<file path="config.mk">
export PLATFORM = sky130hd
export DESIGN_NAME = speed_round_ctrl
export DESIGN_NICKNAME = d
export VERILOG_FILES = /design/src/rtl/speed_round_ctrl.sv
export SDC_FILE = /design/constraint.sdc
export NUM_CORES = 1
export LEC_CHECK = 0
export BUFFER_PORTS_ARGS = -buffer_cell sky130_fd_sc_hd__buf_4
export CORE_ASPECT_RATIO = 2
export CORE_MARGIN = 4
export CORE_UTILIZATION = 27
export DETAILED_ROUTE_END_ITERATION = 10
export PLACE_DENSITY_LB_ADDON = 0.3
export SYNTH_ARGS = -nofsm -noshare
export SYNTH_HDL_FRONTEND = slang
export SYNTH_SLANG_ARGS = --single-unit
</file>
<file path="constraint.sdc">
create_clock -name clk -period 6.62 [get_ports clk]
set_clock_uncertainty 0.2 [all_clocks]
set_input_delay 0 -clock clk [delete_from_list [all_inputs] [get_ports clk]]
set_output_delay 0 -clock clk [all_outputs]
set_load 0.01 [all_outputs]
</file>
<file path="src/rtl/speed_round_ctrl.sv">
// Speed-round sequencer for the tug-of-war game: countdown, press window,
// compare settle, winner latch and counter clear, with abort at any point.
module speed_round_ctrl #(
   parameter int unsigned TICK_CYCLES   = 50_000_000,
   parameter int unsigned COUNT_SECS    = 3,
   parameter int unsigned ROUND_CYCLES  = 250_000_000,
   parameter int unsigned SETTLE_CYCLES = 2
) (
   input  logic       clk,
   input  logic       rst,
   input  logic       start,
   input  logic       abort,
   input  logic       speed_right,
   input  logic       speed_tie,
   output logic       speed_round,
   output logic       speed_exit,
   output logic [3:0] countdown,
   output logic       busy,
   output logic       done,
   output logic       result_valid,
   output logic       result_right,
   output logic       result_tie
);

   localparam int unsigned TICK_W   = $clog2(TICK_CYCLES + 1);
   localparam int unsigned ROUND_W  = $clog2(ROUND_CYCLES + 1);
   localparam int unsigned SETTLE_W = $clog2(SETTLE_CYCLES + 1);

   localparam logic [TICK_W-1:0]   TICK_LAST   = TICK_W'(TICK_CYCLES - 1);
   localparam logic [ROUND_W-1:0]  ROUND_LAST  = ROUND_W'(ROUND_CYCLES - 1);
   localparam logic [SETTLE_W-1:0] SETTLE_LAST = SETTLE_W'(SETTLE_CYCLES - 1);
   localparam logic [3:0]          COUNT_INIT  = 4'(COUNT_SECS);

   typedef enum logic [2:0] {
      S_IDLE,
      S_COUNTDOWN,
      S_ROUND,
      S_SETTLE,
      S_SAMPLE,
      S_EXIT,
      S_ABORT
   } state_t;

   state_t              state;
   logic [TICK_W-1:0]   tick_cnt;
   logic [ROUND_W-1:0]  round_cnt;
   logic [SETTLE_W-1:0] settle_cnt;

   // Abort is honoured only while a round is in flight; EXIT always completes.
   logic abortable;
   assign abortable = abort && (state inside {S_COUNTDOWN, S_ROUND, S_SETTLE, S_SAMPLE});

   // NOTE: every output is a flop set on the transition into its state, so
   // all state and outputs update with non-blocking assignments in one block.
   always_ff @(posedge clk or negedge rst) begin
      if (!rst) begin
         state        <= S_IDLE;
         tick_cnt     <= '0;
         round_cnt    <= '0;
         settle_cnt   <= '0;
         speed_round  <= 1'b0;
         speed_exit   <= 1'b0;
         countdown    <= 4'd0;
         busy         <= 1'b0;
         done         <= 1'b0;
         result_valid <= 1'b0;
         result_right <= 1'b0;
         result_tie   <= 1'b0;
      end else begin
         done       <= 1'b0;
         speed_exit <= 1'b0;

         if (abortable) begin
            state        <= S_ABORT;
            speed_exit   <= 1'b1;
            speed_round  <= 1'b0;
            countdown    <= 4'd0;
            result_valid <= 1'b0;
         end else begin
            case (state)
               S_IDLE: begin
                  if (start && !abort) begin
                     state        <= S_COUNTDOWN;
                     busy         <= 1'b1;
                     countdown    <= COUNT_INIT;
                     tick_cnt     <= '0;
                     result_valid <= 1'b0;
                  end
               end

               S_COUNTDOWN: begin
                  if (tick_cnt == TICK_LAST) begin
                     tick_cnt <= '0;
                     if (countdown == 4'd1) begin
                        state       <= S_ROUND;
                        countdown   <= 4'd0;
                        speed_round <= 1'b1;
                        round_cnt   <= '0;
                     end else begin
                        countdown <= countdown - 4'd1;
                     end
                  end else begin
                     tick_cnt <= tick_cnt + 1'b1;
                  end
               end

               S_ROUND: begin
                  if (round_cnt == ROUND_LAST) begin
                     state       <= S_SETTLE;
                     speed_round <= 1'b0;
                     settle_cnt  <= '0;
                  end else begin
                     round_cnt <= round_cnt + 1'b1;
                  end
               end

               // Waits out the push counter's press->count->compare pipeline.
               S_SETTLE: begin
                  if (settle_cnt == SETTLE_LAST) begin
                     state <= S_SAMPLE;
                  end else begin
                     settle_cnt <= settle_cnt + 1'b1;
                  end
               end

               S_SAMPLE: begin
                  state        <= S_EXIT;
                  result_right <= speed_right;
                  result_tie   <= speed_tie;
                  speed_exit   <= 1'b1;
                  done         <= 1'b1;
                  result_valid <= 1'b1;
               end

               S_EXIT: begin
                  state <= S_IDLE;
                  busy  <= 1'b0;
               end

               S_ABORT: begin
                  state <= S_IDLE;
                  busy  <= 1'b0;
               end

               default: begin
                  state       <= S_IDLE;
                  busy        <= 1'b0;
                  speed_round <= 1'b0;
                  countdown   <= 4'd0;
               end
            endcase
         end
      end
   end

endmodule

</file>
Yosys cells after proc, flatten, opt, wreduce, memory -nomap -nowiden

Index checks and enable logic that the tools add are counted.

Output and inout bits: 11
Register bits: 70
Input bits: 6
Logic and storage cells: 97

Muxes and demuxes: 35
Add/sub/neg operators: 4
Eq/ne operators: 23
Reduce and logical (&&, ||, !) cells: 21
Bitwise logic cells: 2

Operators by type and width:

| operator                                                              | count |
|---|---|
| 28-bit 2-to-1 mux                                                     | 3 |
| 28-bit case mux with 2 select lines                                   | 1 |
| 26-bit 2-to-1 mux                                                     | 2 |
| 26-bit case mux with 2 select lines                                   | 1 |
| 28-bit by 1-bit adder with 28-bit output, second input constant       | 1 |
| 28-bit equality test, second input constant                           | 1 |
| 26-bit by 1-bit adder with 26-bit output, second input constant       | 1 |
| 26-bit equality test, second input constant                           | 1 |
| 3-bit 2-to-1 mux                                                      | 6 |
| 4-bit 2-to-1 mux                                                      | 4 |
| 3-bit case mux with 5 select lines                                    | 1 |
| 3-bit by 2-bit != test with 1-bit output, second input constant       | 4 |
| 4-bit case mux with 3 select lines                                    | 1 |
| 1-bit 2-to-1 mux                                                      | 10 |
| 2-bit by 1-bit != test with 1-bit output, second input constant       | 5 |
| 5-bit AND reduction                                                   | 2 |
| 5-bit OR reduction                                                    | 2 |
| 3-bit equality test, second input constant                            | 3 |
| 3-bit AND reduction                                                   | 3 |
| 4-bit AND reduction                                                   | 2 |
| 3-bit by 2-bit equality test with 1-bit output, second input constant | 2 |
| 2-bit != test, second input constant                                  | 3 |
| 2-bit nonzero test                                                    | 3 |
| 4-bit by 1-bit equality test with 1-bit output, second input constant | 1 |
| 17 further kinds                                                      | 22 |

Longest topological paths before layout

Depth after elaboration: 5
Gate-level depth with buffers: 9
Gate-level depth less buffers: 7

Worst setup path after synthesis

No wires, ideal clock.

Path kind: reg2reg
Start: reg tick_cnt[16]
End: reg round_cnt[18]
Required time: 6.294 ns
Buffers on the path: 1
Setup slack: 4.280 ns
Setup time: 0.126 ns
Cell stages (with the launch flop): 7
Arrival: 2.014 ns
Clock period less this slack: 2.340 ns
Cells stage by stage: dfrtp_1 > or4b_4 > nor4_4 > nor3b_4 > o21ai_4 > buf_6 > a221o_1

Word-level cells in the longest chain between the ends: 3

RTL lines:

| what                                               | RTL line | source |
|---|---|---|
| start: declaration                                 | 45       | `logic [TICK_W-1:0] tick_cnt;` |
| start signal: assignment                           | 103      | `tick_cnt <= tick_cnt + 1'b1;` |
| 26-bit equality test                               | 92       | `if (tick_cnt == TICK_LAST) begin` |
| 2-bit by 1-bit != test with 1-bit output (no line) | -        |  |
| 5-bit AND reduction (no line)                      | -        |  |
| end signal: assignment                             | 113      | `round_cnt <= round_cnt + 1'b1;` |
| end: declaration                                   | 46       | `logic [ROUND_W-1:0] round_cnt;` |

Every way passes these cells.
A chain may end at the register's enable or synchronous reset.

Final worst setup path

Start: reg round_cnt[1]
End: reg round_cnt[12]

Word-level cells in the longest chain between the ends: 3
Elaborated cells on any way between the ends: 6
Those cells by class: 1 x add/sub; 2 x eq/ne; 2 x mux; 1 x reduce/logical

RTL lines:

| what                                                                                    | RTL line |
|---|---|
| 28-bit by 1-bit adder with 28-bit output / 28-bit equality test (equally long branches) | 113, 108 |
| 28-bit 2-to-1 mux / 2-bit != test (equally long branches)                               | - |
| 28-bit case mux with 2 select lines / 5-bit AND reduction (equally long branches)       | - |

Several ways; a longest one is shown, not always the timed one. The select of a mux whose other input is x is not followed.

==> results.md <==
* Status: complete, no violations
* Port bufs at 16
* Startpoint Class: flop
* Final setup violation count at 0
* Clock Latency Late Sink at ~0.33 ns
* CP top delay family: simple AND/OR/NAND/NOR gates
* Initial antenna violation count at 0
* Die span in x at 97.0 µm
* Worst hold margin at 0.0519 ns
* Reg area at around 1800 µm²
* Slowest cell on crit path: dfrtp_1
* Primary FF master, synth: dfrtp_1
* Crit path cell chain: ha_1, and3_1, nand3_1, o31ai_4, buf_4, nor2_1, buf_4, a221o_1
* Slew @ Worst Pin at 1.06 ns
* Vias at 3767
* Synth Register Bits at 70
* Fill cells at 1592
* Critical path buffers and inverters at 2
* Sequential share of the synthesized area at 0.409
* Max cap viols at 0
* Pin count of the biggest net entering global routing at 71
* Int Pwr at 1.06 mW
* Comb pwr share at 0.344
* Clock power share at 0.254
* Root buf cell: clkbuf_16
* Core Footprint at roughly 15000 µm²
* Post-cts gate resize count at 0
* RR Startpoint: round_cnt[1]
* Hpwl dp at 8250 µm
* Max transition margin at 0.284
* Net Sw Frac at 0.393
* Die area at between 15000 and 20000 µm²
* Avg Inst Size Synth at between 9 and 10 µm²
* Fin crit period at 2.88 ns
* Inserted Diodes at 0
* Endpoint class of the critical path: flop
* GRT Total Usage at 0.133
* Distinct cell type count after synthesis at 66
* Mapped cell area at 4280 µm²
* RR Endpoint: round_cnt[12]
* Vias per inst at 5.61
* Slew Limit Fails at 0
* RSZ-0062 raised after global routing: no
* Clock Tree Buf Depth at 2
* Global-route wire length before repair at 19600 µm
* Pwr per Cell Area at 361 nW/µm²
* Routability cong. at between 0.8 and 0.9
* Iter 0 DRT Violations at 215
* Hold WC Path Type: input pin to flop
* FP Rows at 64
* Leakage at 1.96 nW
* FMAX at 347 MHz
* Required time of the critical path at 6.63 ns
* Syn_nets at 472
* CTS clk-pin slew, worst paths at roughly 0.06 ns
* Ratio of cells with drive above 1 in the final layout at 0.118
* Initial Util at 0.277
* Fin crit share at 0.436
* Overflow after GRT at 0
* R2r worst-path depth at 8
* Drt first pass iters at 6
* Area grow syn2layout at 13.5%
* CTS buffer count at 9
* Switching power total at 0.690 mW
* Hold depth at 5
* Vias in the first global route at 3899
* Hold Path Sink: busy
* Max IR drop VDD at 141 µV
* Kind of critical path: flop to flop
* CTS tree: built
* Reg2reg setup slack at 3.74 ns
* CP dominant cell by count: buf_4
* Post-synth EDFFs at 0
* TNS Setup at 0 ns
* Worst path max stage delay at approximately 0.38 ns
* Ys async rst share at 1.00
* Routed WL per cell at ~17 µm
* Clock sink count at 70
* Die span in y at between 150 and 200 µm
* # placed instances at 652
* CTS H-tree lvls at 3
* Hold Path Origin: start
* Final hold vios at 0
* # DRC at 0
* CP Max Fanout at 24
* Sequential power share at 0.402
* Non-Filler Instances at 672
* Synthesized instance count at 461
* Post-CTS setup buffer count at 0
* Final wirelength at ~12000 µm
* Total power at ~1.8 mW
* Critical Path AT at just under 3 ns
* Layout Nets at 480
* Area taken by multi-input logic gates at 2350 µm²
* Yosys Warn Count at 0
* Routed Antenna Nets at 0
* IO Pins at 17
==> timing repair <==
item	in CTS	in global routing
setup endpoints to repair	0	0
hold buffers	4	0
endpoints found under the hold margin	73	0
==> kinds of logic (layout without fill, tap and decap cells) <==
kind of cell,after synthesis,count (layout),share of synthesized area
simple gates,219,219,0.302
mux,7,7,0.0175
fa+ha+maj,5,5,0.0146
xor+xnor,19,19,0.0389
flops,70,70,0.409
buf+inv,40,53,0.0409
compound gates,101,101,0.176
==> metal layers <==
layer / wire [µm] / vias to the layer above / global-route usage
li1: - / 1784 / -
met1: 4480 / 1889 / 0.142
met2: 6510 / 65 / 0.250
met3: 294 / 29 / 0.0251
met4: 364 / 0 / 0.0636
met5: 0 / - / 0
==> cells in the final DEF (no fill, tap or decap), drive strengths merged, types with 4 or more instances in the layout <==
master       count
nor4b           10
dlygate4sd3      4
or4              7
and2             8
a21oi           17
buf             19
o31ai            9
inv             14
a221o           18
nor2            39
xor2            13
a41oi            4
nand3           19
or3              6
nor4            18
a211o            4
xnor2            6
o21ai           20
and4             8
ha               5
clkbuf          12
and3            13
nand2           34
a31oi            6
dfrtp           70
nor3            20
mux2             4
nand4           16
a31o             4
==> layout make-up <==
class,instances,area share
Clock buffer,12,0.0508
Timing Repair Buffer,23,0.0376
Inverter,14,0.0108
Sequential cell,70,0.361
Multi-Input combinational cell,351,0.484
Clock inverter,4,0.00464
Tap cell,198,0.0510
==> cell usage after synthesis, types with 7 or more instances <==
| cell type | instances | share of area |
|---|---|---|
| dfrtp_1 | 70 | 0.41 |
| nor2_1 | 38 | 0.033 |
| nand2_1 | 34 | 0.030 |
| nor3_1 | 20 | 0.023 |
| nand3_1 | 19 | 0.022 |
| a221o_1 | 18 | 0.042 |
| o21ai_0 | 18 | 0.021 |
| a21oi_1 | 17 | 0.020 |
| nor4_1 | 16 | 0.023 |
| clkbuf_1 | 15 | 0.013 |
| nand4_1 | 15 | 0.022 |
| inv_1 | 14 | 0.012 |
| xor2_1 | 13 | 0.027 |
| and3_1 | 11 | 0.016 |
| nor4b_1 | 10 | 0.020 |
| and2_1 | 8 | 0.012 |
| buf_2 | 8 | 0.0094 |
| o31ai_1 | 8 | 0.014 |
| and4_1 | 7 | 0.014 |
==> stage by stage <==
step | utilization | area [µm²] | setup WS (ns)
after floorplan | - | 4280 | 4.28
final | 0.314 | 4850 | 3.74
after global routing | 0.314 | 4850 | 3.52
after CTS | 0.314 | 4850 | 3.75
after global placement | 0.294 | 4550 | 3.80
after detailed placement | 0.294 | 4550 | 3.76
==> power groups by stage <==
stage / clock network [mW] / logic (mW) / registers, mW
CTS: 0.457 / 0.608 / 0.702
global route: 0.477 / 0.678 / 0.725
global placement: 0 / 0.596 / 0.702
floorplan: 0 / 0.478 / 0.642
detailed placement: 0 / 0.604 / 0.710
finish: 0.446 / 0.603 / 0.706
==> how the worst max path moves through the flow <==
stage                             from       endpoint  slack [ns]  cells after the start
final                     round_cnt[1]  round_cnt[12]        3.74                      8
after detailed placement  round_cnt[1]   round_cnt[6]        3.76                      8
after global placement    round_cnt[0]  round_cnt[13]        3.80                      8
after global routing      round_cnt[1]   round_cnt[6]        3.52                      8
after CTS                 round_cnt[1]   round_cnt[5]        3.75                      8
after floorplan           tick_cnt[16]  round_cnt[18]        4.28                      6
==> state kept, by name, indices dropped and copies added (netlist names) <==
name / cells
countdown: 4
done: 1
result_right: 1
result_tie: 1
round_cnt: 28
settle_cnt: 2
busy: 1
state: 3
tick_cnt: 26
speed_exit: 1
result_valid: 1
speed_round: 1
==> worst register-to-register path: cells and delay by family (launching register included) <==
kind            cells  cell delay (ns)
compound gates      2             0.62
fa+ha+maj           1             0.21
buf+inv             2             0.57
flops               1             0.38
simple gates        3             0.79
Power figures use the tool's default switching activity.
